`src/rtl/ctrl_pkg.sv`:
```
// Shared types for the multi-cycle decode controller: FSM states, opcode
// constants and the instruction-format classification.
package ctrl_pkg;

  typedef enum logic [2:0] {
    ST_FETCH,
    ST_DECODE,
    ST_EXEC,
    ST_MEM,
    ST_WB,
    ST_TRAP
  } ctrl_state_e;

  localparam logic [6:0] OP_R      = 7'b0110011;
  localparam logic [6:0] OP_IMM    = 7'b0010011;
  localparam logic [6:0] OP_LOAD   = 7'b0000011;
  localparam logic [6:0] OP_JALR   = 7'b1100111;
  localparam logic [6:0] OP_STORE  = 7'b0100011;
  localparam logic [6:0] OP_BRANCH = 7'b1100011;
  localparam logic [6:0] OP_LUI    = 7'b0110111;
  localparam logic [6:0] OP_AUIPC  = 7'b0010111;
  localparam logic [6:0] OP_JAL    = 7'b1101111;

  typedef enum logic [2:0] {
    CL_R,
    CL_I,
    CL_S,
    CL_B,
    CL_U,
    CL_J,
    CL_ILL
  } instr_class_e;

  function automatic instr_class_e classify(input logic [6:0] op);
    instr_class_e c;
    case (op)
      OP_R:                     c = CL_R;
      OP_IMM, OP_LOAD, OP_JALR: c = CL_I;
      OP_STORE:                 c = CL_S;
      OP_BRANCH:                c = CL_B;
      OP_LUI, OP_AUIPC:         c = CL_U;
      OP_JAL:                   c = CL_J;
      default:                  c = CL_ILL;
    endcase
    return c;
  endfunction

  // Bit order {r, i, s, b, u, j}; illegal opcodes map to all zero.
  function automatic logic [5:0] class_flags(input instr_class_e c);
    logic [5:0] f;
    case (c)
      CL_R:    f = 6'b100000;
      CL_I:    f = 6'b010000;
      CL_S:    f = 6'b001000;
      CL_B:    f = 6'b000100;
      CL_U:    f = 6'b000010;
      CL_J:    f = 6'b000001;
      default: f = 6'b000000;
    endcase
    return f;
  endfunction

endpackage

```
`src/rtl/decode_ctrl_if.sv`:
```
// Fetch/memory handshake and datapath control bundle of the decode controller.
// instr is taken on a cycle where instr_valid && instr_ready; mem_done is only honoured while mem_req is high.
interface decode_ctrl_if #(
  parameter int RETIRE_W = 32
);
  import ctrl_pkg::*;

  logic                instr_valid;
  logic [31:0]         instr;
  logic                instr_ready;
  logic                mem_done;
  logic                flush;
  logic [31:0]         ir;
  logic                r_type;
  logic                i_type;
  logic                s_type;
  logic                b_type;
  logic                u_type;
  logic                j_type;
  logic                ir_we;
  logic                pc_we;
  logic                reg_we;
  logic                mem_req;
  logic                mem_we;
  logic                trap;
  logic [RETIRE_W-1:0] retired;
  ctrl_state_e         state;

  modport slave (
    input  instr_valid, instr, mem_done, flush,
    output instr_ready, ir, r_type, i_type, s_type, b_type, u_type, j_type,
           ir_we, pc_we, reg_we, mem_req, mem_we, trap, retired, state
  );

  modport master (
    output instr_valid, instr, mem_done, flush,
    input  instr_ready, ir, r_type, i_type, s_type, b_type, u_type, j_type,
           ir_we, pc_we, reg_we, mem_req, mem_we, trap, retired, state
  );

endinterface

```
`src/rtl/decode_ctrl.sv`:
```
// Multi-cycle instruction sequencer: latches the instruction, drives the
// decoder format flags and datapath strobes, and counts retired instructions.
module decode_ctrl
  import ctrl_pkg::*;
#(
  parameter int RETIRE_W = 32
) (
  input  logic          clk,
  input  logic          rst_n,
  decode_ctrl_if.slave  bus
);

  ctrl_state_e         state_q, state_d;
  logic [31:0]         ir_q, ir_d;
  logic [5:0]          flags_q, flags_d;
  logic [RETIRE_W-1:0] retired_q, retired_d;

  instr_class_e cls;
  logic         is_load;
  logic         instr_ready, ir_we, pc_we, reg_we, mem_req, mem_we;

  assign cls     = classify(ir_q[6:0]);
  assign is_load = (ir_q[6:0] == OP_LOAD);

  always_comb begin
    state_d     = state_q;
    ir_d        = ir_q;
    instr_ready = 1'b0;
    ir_we       = 1'b0;
    pc_we       = 1'b0;
    reg_we      = 1'b0;
    mem_req     = 1'b0;
    mem_we      = 1'b0;

    // flush wins over everything and silences every strobe for its cycle.
    if (bus.flush) begin
      state_d = ST_FETCH;
    end else begin
      case (state_q)
        ST_FETCH: begin
          instr_ready = 1'b1;
          if (bus.instr_valid) begin
            ir_we   = 1'b1;
            ir_d    = bus.instr;
            state_d = ST_DECODE;
          end
        end
        ST_DECODE: state_d = (cls == CL_ILL) ? ST_TRAP : ST_EXEC;
        ST_EXEC: begin
          if (is_load || cls == CL_S) begin
            state_d = ST_MEM;
          end else if (cls == CL_B) begin
            pc_we   = 1'b1;
            state_d = ST_FETCH;
          end else begin
            state_d = ST_WB;
          end
        end
        ST_MEM: begin
          mem_req = 1'b1;
          mem_we  = (cls == CL_S);
          if (bus.mem_done) begin
            if (cls == CL_S) begin
              pc_we   = 1'b1;
              state_d = ST_FETCH;
            end else begin
              state_d = ST_WB;
            end
          end
        end
        ST_WB: begin
          reg_we  = 1'b1;
          pc_we   = 1'b1;
          state_d = ST_FETCH;
        end
        ST_TRAP: state_d = ST_TRAP;
        default: state_d = ST_FETCH;
      endcase
    end

    retired_d = retired_q + RETIRE_W'(pc_we);
    // Flags follow the instruction that will occupy the next state.
    flags_d = (state_d inside {ST_DECODE, ST_EXEC, ST_MEM, ST_WB})
              ? class_flags(classify(ir_d[6:0])) : 6'b0;
  end

  always_ff @(posedge clk) begin
    if (!rst_n) begin
      state_q   <= ST_FETCH;
      ir_q      <= '0;
      flags_q   <= '0;
      retired_q <= '0;
    end else begin
      state_q   <= state_d;
      ir_q      <= ir_d;
      flags_q   <= flags_d;
      retired_q <= retired_d;
    end
  end

  assign bus.instr_ready = instr_ready;
  assign bus.ir          = ir_q;
  assign {bus.r_type, bus.i_type, bus.s_type,
          bus.b_type, bus.u_type, bus.j_type} = flags_q;
  assign bus.ir_we       = ir_we;
  assign bus.pc_we       = pc_we;
  assign bus.reg_we      = reg_we;
  assign bus.mem_req     = mem_req;
  assign bus.mem_we      = mem_we;
  assign bus.trap        = (state_q == ST_TRAP);
  assign bus.retired     = retired_q;
  assign bus.state       = state_q;

endmodule

```
`src/flat_wrapper.sv`:
```
// flat-port wrapper written by rule: the top's interface ports become plain ports
module decode_ctrl_flat import ctrl_pkg::*;
#(
  parameter int RETIRE_W = 32
)
  (clk, rst_n, bus_instr_valid, bus_instr, bus_mem_done, bus_flush, bus_instr_ready, bus_ir, bus_r_type, bus_i_type, bus_s_type, bus_b_type, bus_u_type, bus_j_type, bus_ir_we, bus_pc_we, bus_reg_we, bus_mem_req, bus_mem_we, bus_trap, bus_retired, bus_state);
  decode_ctrl_if #(.RETIRE_W(RETIRE_W)) bus_i ();
  input  logic clk;
  input  logic rst_n;
  input wire logic [$bits(bus_i.instr_valid)-1:0] bus_instr_valid;
  input wire logic [$bits(bus_i.instr)-1:0] bus_instr;
  input wire logic [$bits(bus_i.mem_done)-1:0] bus_mem_done;
  input wire logic [$bits(bus_i.flush)-1:0] bus_flush;
  output wire logic [$bits(bus_i.instr_ready)-1:0] bus_instr_ready;
  output wire logic [$bits(bus_i.ir)-1:0] bus_ir;
  output wire logic [$bits(bus_i.r_type)-1:0] bus_r_type;
  output wire logic [$bits(bus_i.i_type)-1:0] bus_i_type;
  output wire logic [$bits(bus_i.s_type)-1:0] bus_s_type;
  output wire logic [$bits(bus_i.b_type)-1:0] bus_b_type;
  output wire logic [$bits(bus_i.u_type)-1:0] bus_u_type;
  output wire logic [$bits(bus_i.j_type)-1:0] bus_j_type;
  output wire logic [$bits(bus_i.ir_we)-1:0] bus_ir_we;
  output wire logic [$bits(bus_i.pc_we)-1:0] bus_pc_we;
  output wire logic [$bits(bus_i.reg_we)-1:0] bus_reg_we;
  output wire logic [$bits(bus_i.mem_req)-1:0] bus_mem_req;
  output wire logic [$bits(bus_i.mem_we)-1:0] bus_mem_we;
  output wire logic [$bits(bus_i.trap)-1:0] bus_trap;
  output wire logic [$bits(bus_i.retired)-1:0] bus_retired;
  output wire logic [$bits(bus_i.state)-1:0] bus_state;
  assign bus_i.instr_valid = bus_instr_valid;
  assign bus_i.instr = bus_instr;
  assign bus_i.mem_done = bus_mem_done;
  assign bus_i.flush = bus_flush;
  assign bus_instr_ready = bus_i.instr_ready;
  assign bus_ir = bus_i.ir;
  assign bus_r_type = bus_i.r_type;
  assign bus_i_type = bus_i.i_type;
  assign bus_s_type = bus_i.s_type;
  assign bus_b_type = bus_i.b_type;
  assign bus_u_type = bus_i.u_type;
  assign bus_j_type = bus_i.j_type;
  assign bus_ir_we = bus_i.ir_we;
  assign bus_pc_we = bus_i.pc_we;
  assign bus_reg_we = bus_i.reg_we;
  assign bus_mem_req = bus_i.mem_req;
  assign bus_mem_we = bus_i.mem_we;
  assign bus_trap = bus_i.trap;
  assign bus_retired = bus_i.retired;
  assign bus_state = bus_i.state;
  decode_ctrl #(.RETIRE_W(RETIRE_W)) u_core (.clk(clk), .rst_n(rst_n), .bus(bus_i));
endmodule
```
`config.mk`:
```
export PLATFORM = sky130hd
export DESIGN_NAME = decode_ctrl_flat
export DESIGN_NICKNAME = d
export VERILOG_FILES = /design/src/rtl/ctrl_pkg.sv /design/src/rtl/decode_ctrl_if.sv /design/src/rtl/decode_ctrl.sv /design/src/flat_wrapper.sv
export SDC_FILE = /design/constraint.sdc
export NUM_CORES = 1
export LEC_CHECK = 0
export BUFFER_PORTS_ARGS = -buffer_cell sky130_fd_sc_hd__buf_2
export CAP_MARGIN = 20
export CORE_MARGIN = 3
export CORE_UTILIZATION = 50
export CTS_CLUSTER_DIAMETER = 50
export DETAILED_ROUTE_END_ITERATION = 12
export PLACE_DENSITY = 0.8
export SKIP_CTS_REPAIR_TIMING = 1
export SLEW_MARGIN = 10
export SYNTH_ARGS = -nofsm -noshare
export SYNTH_HDL_FRONTEND = slang
export SYNTH_SLANG_ARGS = --single-unit
```
`constraint.sdc`:
```
create_clock -name clk -period 3.7 [get_ports clk]
set_input_delay 0.185 -clock clk [delete_from_list [all_inputs] [get_ports clk]]
set_output_delay 0.185 -clock clk [all_outputs]
set_load 0.01 [all_outputs]
```
==> results of run 1 <==
==> tightest hold or removal path: stages <==
cell	delay, ps
buf_2	90
nand2_1	40
a21oi_1	50
==> registers in the layout (all words and copies together) (netlist names) <==
name and cells:
u_core.bus.retired 32, u_core.flags_q 6, u_core.bus.ir 32, u_core.bus.state 3
==> per-stage QoR <==
stage | instances | total power [mW] | setup slack (ps)
6_report | 614 | 1.60 | 423
5_1_grt | 614 | 1.67 | 54.2
3_5_place_dp | 597 | 0.977 | 349
4_1_cts | 613 | 1.61 | 323
3_3_place_gp | 597 | 0.975 | 540
2_1_floorplan | 425 | 0.921 | 438
==> worst paths after layout <==
| check | slack, ps | end | depth (start not counted) |
|---|---|---|---|
| worst max-delay path | 420 | u_core.bus.retired[28] | 9 |
| worst min register to register | 450 | u_core.bus.ir[26] | 2 |
| worst max register to register | 420 | u_core.bus.retired[28] | 9 |
| worst min-delay path | 70 | u_core.bus.ir[22] | 3 |
==> layout make-up <==
type / instances / area (um^2) / area share, %
clock buffers: 11 / 141 / 3.33
clock inverters: 5 / 63.8 / 1.50
inverters: 11 / 41.3 / 0.973
multi-input cells: 316 / 1810 / 42.6
flip-flops and latches: 73 / 1460 / 34.4
well taps: 77 / 96.3 / 2.27
repair buffers: 121 / 631 / 14.9
==> routing by layer <==
layer | global-route usage, % | vias to the layer above | part of all wire (%)
li1 | - | 1709 | -
met1 | 28.7 | 1520 | 45
met2 | 35.0 | 148 | 45
met3 | 7.82 | 13 | 8.4
met4 | 6.87 | 0 | 1.3
met5 | 0 | - | 0
==> Yosys cell counts, types with 4 or more instances <==
cell / instances
a21oi_1: 41
and3_1: 5
buf_2: 5
clkbuf_1: 16
dfxtp_1: 73
inv_1: 9
nand2_1: 81
nand2b_1: 6
nand3_1: 18
nand4_1: 8
nand4b_1: 5
nor2_1: 35
nor2b_1: 6
nor3_1: 13
nor4_1: 10
o21ai_0: 8
or4_1: 4
xnor2_1: 16
xor2_1: 7
==> cells in the final DEF, fill, tap and decap left out, drive strengths merged, types with 3 or more instances in the layout <==
master  synthesis  final
inv            11     12
and2            3      3
nand2          82     82
nor4b           3      3
buf             9    121
and3            5      5
nand3          19     19
nand4b          5      5
ha              3      3
and3b           3      3
nor2b           6      6
a21oi          41     41
o21ai           8      8
nor4           11     11
clkbuf         16     11
and4            3      3
mux2i           3      3
nand4           8      8
nor2           35     35
dfxtp          73     73
xnor2          16     16
or4             5      5
nand2b          6      6
nor3           13     13
xor2            7      7
==> where the power goes <==
group	switching [mW]	total, mW	leakage (nW)	internal, mW
Combinational	0.0879	0.144	1.13	0.0562
Sequential	0.0154	0.818	0.591	0.803
Clock	0.302	0.637	0.100	0.335
Total	0.405	1.60	1.82	1.19
==> cell families (layout without fill, tap and decap cells) <==
family,count (synthesis),in the layout,synth area share [%]
AND/OR/NAND/NOR,212,212,31.2
AO/OA/AOI/OAI,74,74,13.2
flip-flops,73,73,42.6
buffers and inverters,36,148,4.78
XOR/XNOR,23,23,5.88
adder cells (fa/ha/maj),4,4,1.42
multiplexers,3,3,0.876
==> summary by stage, run 1 <==
Outcome
The run finished with clean final reports.

Hold path
The class of the tightest hold or removal check is in2reg. The worst hold path startpoint is bus_instr[22].

Power
The peak supply drop is 0.269 mV. The static power due to leakage is 1.82 nW. For this design the ratio of total power to cell area is 377 mW/mm^2.

GRT
The remaining global-route overflow is 0. The first-pass GRT wire length is between 10,000 and 15,000 um. The initial antenna violation count is 0.

The via count of the first global-routing pass is 3,078. The overall global routing resource usage is between 20 and 25%. The pin count of the biggest net entering global routing is 64.

Synthesis
The sequential element share of the synthesized area is 42.6%. The count of flip-flops with a built-in enable after synthesis is 0. The top flip-flop cell by instance count after synthesis is dfxtp_1. The number of warnings issued by yosys is 0. By area the synthesized netlist is led by dfxtp_1 43%, nand2_1 8.9%, a21oi_1 6.0%.

Summing every instance area after synthesis gives 0.00343 mm^2. Counting every instance in the synthesized netlist gives approximately 430. After synthesis the netlist holds a flip-flop and latch count of 73. The library cell with the largest summed area after synthesis is dfxtp_1.

After synthesis, the mean cell area works out to 8.07 um^2. The async set or reset register ratio after synthesis is 0%. The area share of the leading cell type in the synthesized netlist is 42.6%.

The net count after synthesis is around 470. Synthesis instantiated 54 different standard cells from the library.

STA
For the final routed database, the setup TNS stands at 0 ps. The final hold violation count was 0. The minimum hold slack is ~72 ps. The clock arrives with about 12 ps of skew. The smallest clock period supported by the final layout is computed as 3280 ps. In this run the tightest slew margin relative to its limit is 62.8%. Setup violations remaining at the end of the flow were counted as 0. Timing would allow up to 305 MHz. Setup repair after global routing left no endpoint under its margin. The final cycle utilization of the critical path is 88.6%. At the pin with the least slew margin, the transition time is 551 ps. The number of max-slew violations in the final report came to 0.

Layout
The post-route netlist has between 20% and 30% of its cells at a drive strength greater than 1. At the end of the flow, the number of nets in the layout was 572. The antenna cell count is 0. After routing the design area is between 0.004 and 0.005 mm^2. The post-layout utilization of the core is 65.3%. The area added between synthesis and finish is 23.8%.

The number of filler instances in the final layout is around 570.

Setup path
The kind of cell with the highest combined delay along the critical path is simple AND/OR/NAND/NOR gates. The slowest library cell on the worst path is or4_1. The required time of the worst setup path is 3920 ps. The critical path class is reg2reg.

The count of buffer and inverter cells on the critical path is 0. In this run the worst path has a maximum fanout of 10. STA classifies the critical path endpoint as a flop. The worst reg2reg path startpoint is u_core.bus.ir[2].

The data arrival at the endpoint of the critical path is 3500 ps. The beginning of the critical path is u_core.bus.ir[2]. The critical path goes through nand4bb_1, or4_1, a21oi_1, ha_1, ha_1, nand3_1, or4_1, o21ai_0, a21oi_1. On the worst path, the slowest cell contributes a delay of a little under 600 ps. The startpoint class of the critical path is a flop.

Routing
The routed via count divided by cell count is 5.52. The detailed router finished its first iteration with ~210 violations. The total routed wirelength is 8650 um.

The count of antenna-violating nets left after detailed routing is 0. The total vias in the final route is 3,390. The first detailed-routing pass ran for 5 iterations. The number of remaining DRC errors is 0.

Dividing the detail-routed wire length by the instance count gives 14.1 um.

Placement
Buffers placed on the I/O ports in this run total 116. After detailed placement, the total cell area comes to 0.00401 mm^2. The global placer's final weighted congestion is 0.929. The sum of net half-perimeters after detailed placement is 6130 um.

Die
For this design the top-level I/O count stands at roughly 120. The die footprint is slightly below 0.008 mm^2. In this run the standard cell core region covers 0.00649 mm^2. The die is between 80 and 90 um tall. For this configuration, the core starts out at a cell density of between 50% and 60%. The floorplan has 29 rows.

In this run the horizontal extent of the chip is 88.8 um.

Clock tree
The H-tree was split into 3 levels. After clock tree synthesis, the clock-pin slew on the worst setup and hold paths is 80 ps. In this run the clock root is driven by a clkbuf_8.

The number of sinks handled by clock tree synthesis is 73. TritonCTS built the clock tree. The longest clock path from root to sink contains 2 buffers. The clock reaches the later pin of the worst-skew pair after 340 ps. The number of buffers inserted during clock tree synthesis is 9.

Job
The max-cap violation count is 0.
Power figures use the tool's default switching activity.
==> run 2: changes to the inputs <==
--- a/config.mk
+++ b/config.mk
@@ -8,10 +8,9 @@
 export BUFFER_PORTS_ARGS = -buffer_cell sky130_fd_sc_hd__buf_2
 export CAP_MARGIN = 20
 export CORE_MARGIN = 3
-export CORE_UTILIZATION = 50
+export CORE_UTILIZATION = 30
 export CTS_CLUSTER_DIAMETER = 50
 export DETAILED_ROUTE_END_ITERATION = 12
-export PLACE_DENSITY = 0.8
 export SKIP_CTS_REPAIR_TIMING = 1
 export SLEW_MARGIN = 10
 export SYNTH_ARGS = -nofsm -noshare
==> summary by stage, run 2 (synthesis results as in run 1) <==
STA
After layout, the worst path uses between 80% and 90% of the clock period. Setup violations remaining at the end of the flow were counted as 0. Setup repair after global routing left no endpoint under its margin.

The final worst setup slack is 463 ps. The fmax is 309 MHz. The shortest clock period the worst path allows after layout is 3240 ps.

The number of max-slew violations in the final report is 0. For the final database, setup skew stands at 3.54 ps. The accumulated negative setup slack is 0 ps. Headroom to the max-slew limit came out at 52.2%. For the pin with the worst max-slew slack, the measured transition is 707 ps.

The final hold violation count is 0.

GRT
Entering global routing, the biggest net connects 64 pins. The remaining global-route overflow is 0. The initial antenna violation count is 0. The overall global routing resource usage is 15.2%. The via count of the first global-routing pass is 3,173.

The first global-routing pass estimated ~16,000 um of wire.

Routing
The detailed router placed 3,408 vias in this run. In the routed design, unresolved DRC markers number 0. The detail route stage leaves a number of antenna-violating nets equal to 0.

The average detailed-routed wire length per instance is 14.1 um. The first detailed-routing pass ran for 4 iterations. After detailed routing, the number of vias per cell comes to 5.03.

The routed design has 9560 um of wire. The detailed router finished its first iteration with 214 violations.

Die
The floorplan step set the die width to 113 um. The core footprint is 0.0110 mm^2. The floorplan step defined a die boundary enclosing 0.0127 mm^2. The initial utilization of the core area, before any placement, comes to 31.2%. From bottom edge to top edge, the die measures 113 um. The number of I/O pins is 117. The cell row count is 38.

Layout
The number of filler instances in the final layout is 1,135. The count of nets after finishing is 573. Of the cells placed in the final design, the portion with a size suffix greater than 1 is 26.8%. The area occupied by multi-input gates is 0.00180 mm^2. The antenna cell count is 0.

The area added between synthesis and finish is 28.5%. Leaving out fill and tap cells, the most frequent cell in the layout is buf_2. The register cell area after layout is 0.00146 mm^2. The final standard cell count with taps included and fillers excluded is a little under 700. The top cell types in the final layout, fill and taps aside, are 116 x buf_2, 81 x nand2_1, 73 x dfxtp_1, 41 x a21oi_1, 35 x nor2_1.

Power
The total power after layout is approximately 1.8 mW. The static power due to leakage is approximately 1.9 nW. The areal power density over the cells is 409 mW/mm^2. The peak supply drop is 0.240 mV.

Setup path
Among all stages on the critical path, the largest delay is contributed by nor4_1. The worst setup path is launched from a flop. The critical path class is reg2reg. Walking the worst path, the cells encountered are nand4bb_1, buf_4, or4_1, a21oi_1, ha_1, ha_1, nand3_1, nor4_1, nand4b_1, a21oi_1.

STA puts the critical path data arrival time at roughly 3500 ps. In this run the worst path has a maximum fanout of 10. Counting both buffers and inverters, the worst setup path holds a total of 1. The sort of element at the end of the critical path is a flop.

The critical path's top delay family is simple AND/OR/NAND/NOR gates. For flop-to-flop paths, the worst setup slack is 460 ps. For this run, the slowest stage of the critical path takes about 640 ps. At the worst endpoint, the required time is 3960 ps.

Placement
The number of buffer cells added on primary ports is 116. The sum of net half-perimeters after detailed placement is 6830 um. Routability-driven placement finished with a final weighted congestion of 0.902. The cell total after placement is 661. The worst-case setup slack after placement is around 480 ps.

Clock tree
The register clock-pin slew on the reported worst setup and hold paths is 60 ps. The number of buffers inserted during clock tree synthesis is 9. The number of sinks handled by clock tree synthesis is 73. The clock root buffer is clkbuf_16. The clock passes through at most 2 buffers.

The later pin in the worst-skew pair is clocked with a latency of about 330 ps. The number of H-tree levels is 3. TritonCTS built the clock tree.

Outcome
The flow ran to the end, and the final reports show no timing, DRC or antenna violations.

Hold path
The worst hold path belongs to the class in2reg.

Job
The tool flagged a number of max-cap violations equal to 0.
==> run 2: cell count changes in the layout (fill, tap and decap cells not counted), sizes merged <==
cell      before  now
clkinvlp       1    0
clkinv         2    3
inv           12   11
buf          121  122
==> run 2: where the power goes <==
group          switching (mW)  internal (mW)
sequential             0.0160          0.804
clock                   0.320          0.515
combinational          0.0895         0.0571
total                   0.425           1.38
==> run 2: worst paths after layout <==
path                     startpoint                     end  cells past startpoint
setup / recovery   u_core.bus.ir[2]  u_core.bus.retired[28]                     10
hold / removal        bus_instr[10]       u_core.bus.ir[10]                      3
setup reg to reg   u_core.bus.ir[2]  u_core.bus.retired[28]                     10
hold reg to reg   u_core.bus.ir[31]       u_core.bus.ir[31]                      2
==> run 2: layout make-up <==
cell class	count	share of cell area [%]
multi-input combinational	316	40.9
inverter	11	0.938
clock inverter	4	1.02
timing repair buffer	122	14.7
clock buffer	11	5.28
sequential	73	33.2
tap	140	3.98
==> run 2: layer usage <==
layer	part of all wire, %	up-vias	wire length [um]	GRT usage [%]
met5	0	-	0	0
li1	-	1705	-	-
met4	1.8	0	175	6.25
met2	45	116	4280	24.2
met3	7.3	10	701	4.39
met1	46	1577	4400	19.3
==> run 2: worst register-to-register path, stage by stage (launching register included) <==
cell	delay (ps)
dfxtp_1	400
nand4bb_1	220
buf_4	170
or4_1	490
a21oi_1	210
ha_1	280
ha_1	260
nand3_1	140
nor4_1	640
nand4b_1	180
a21oi_1	170
==> run 2: through the flow <==
step	hold slack, ps	utilization [%]	area, um^2
after floorplan	257	-	3430
after global placement	425	37.3	4100
after detailed placement	434	37.3	4100
after CTS	70.0	39.8	4380
after global routing	87.2	40.1	4400
final	84.9	40.1	4400
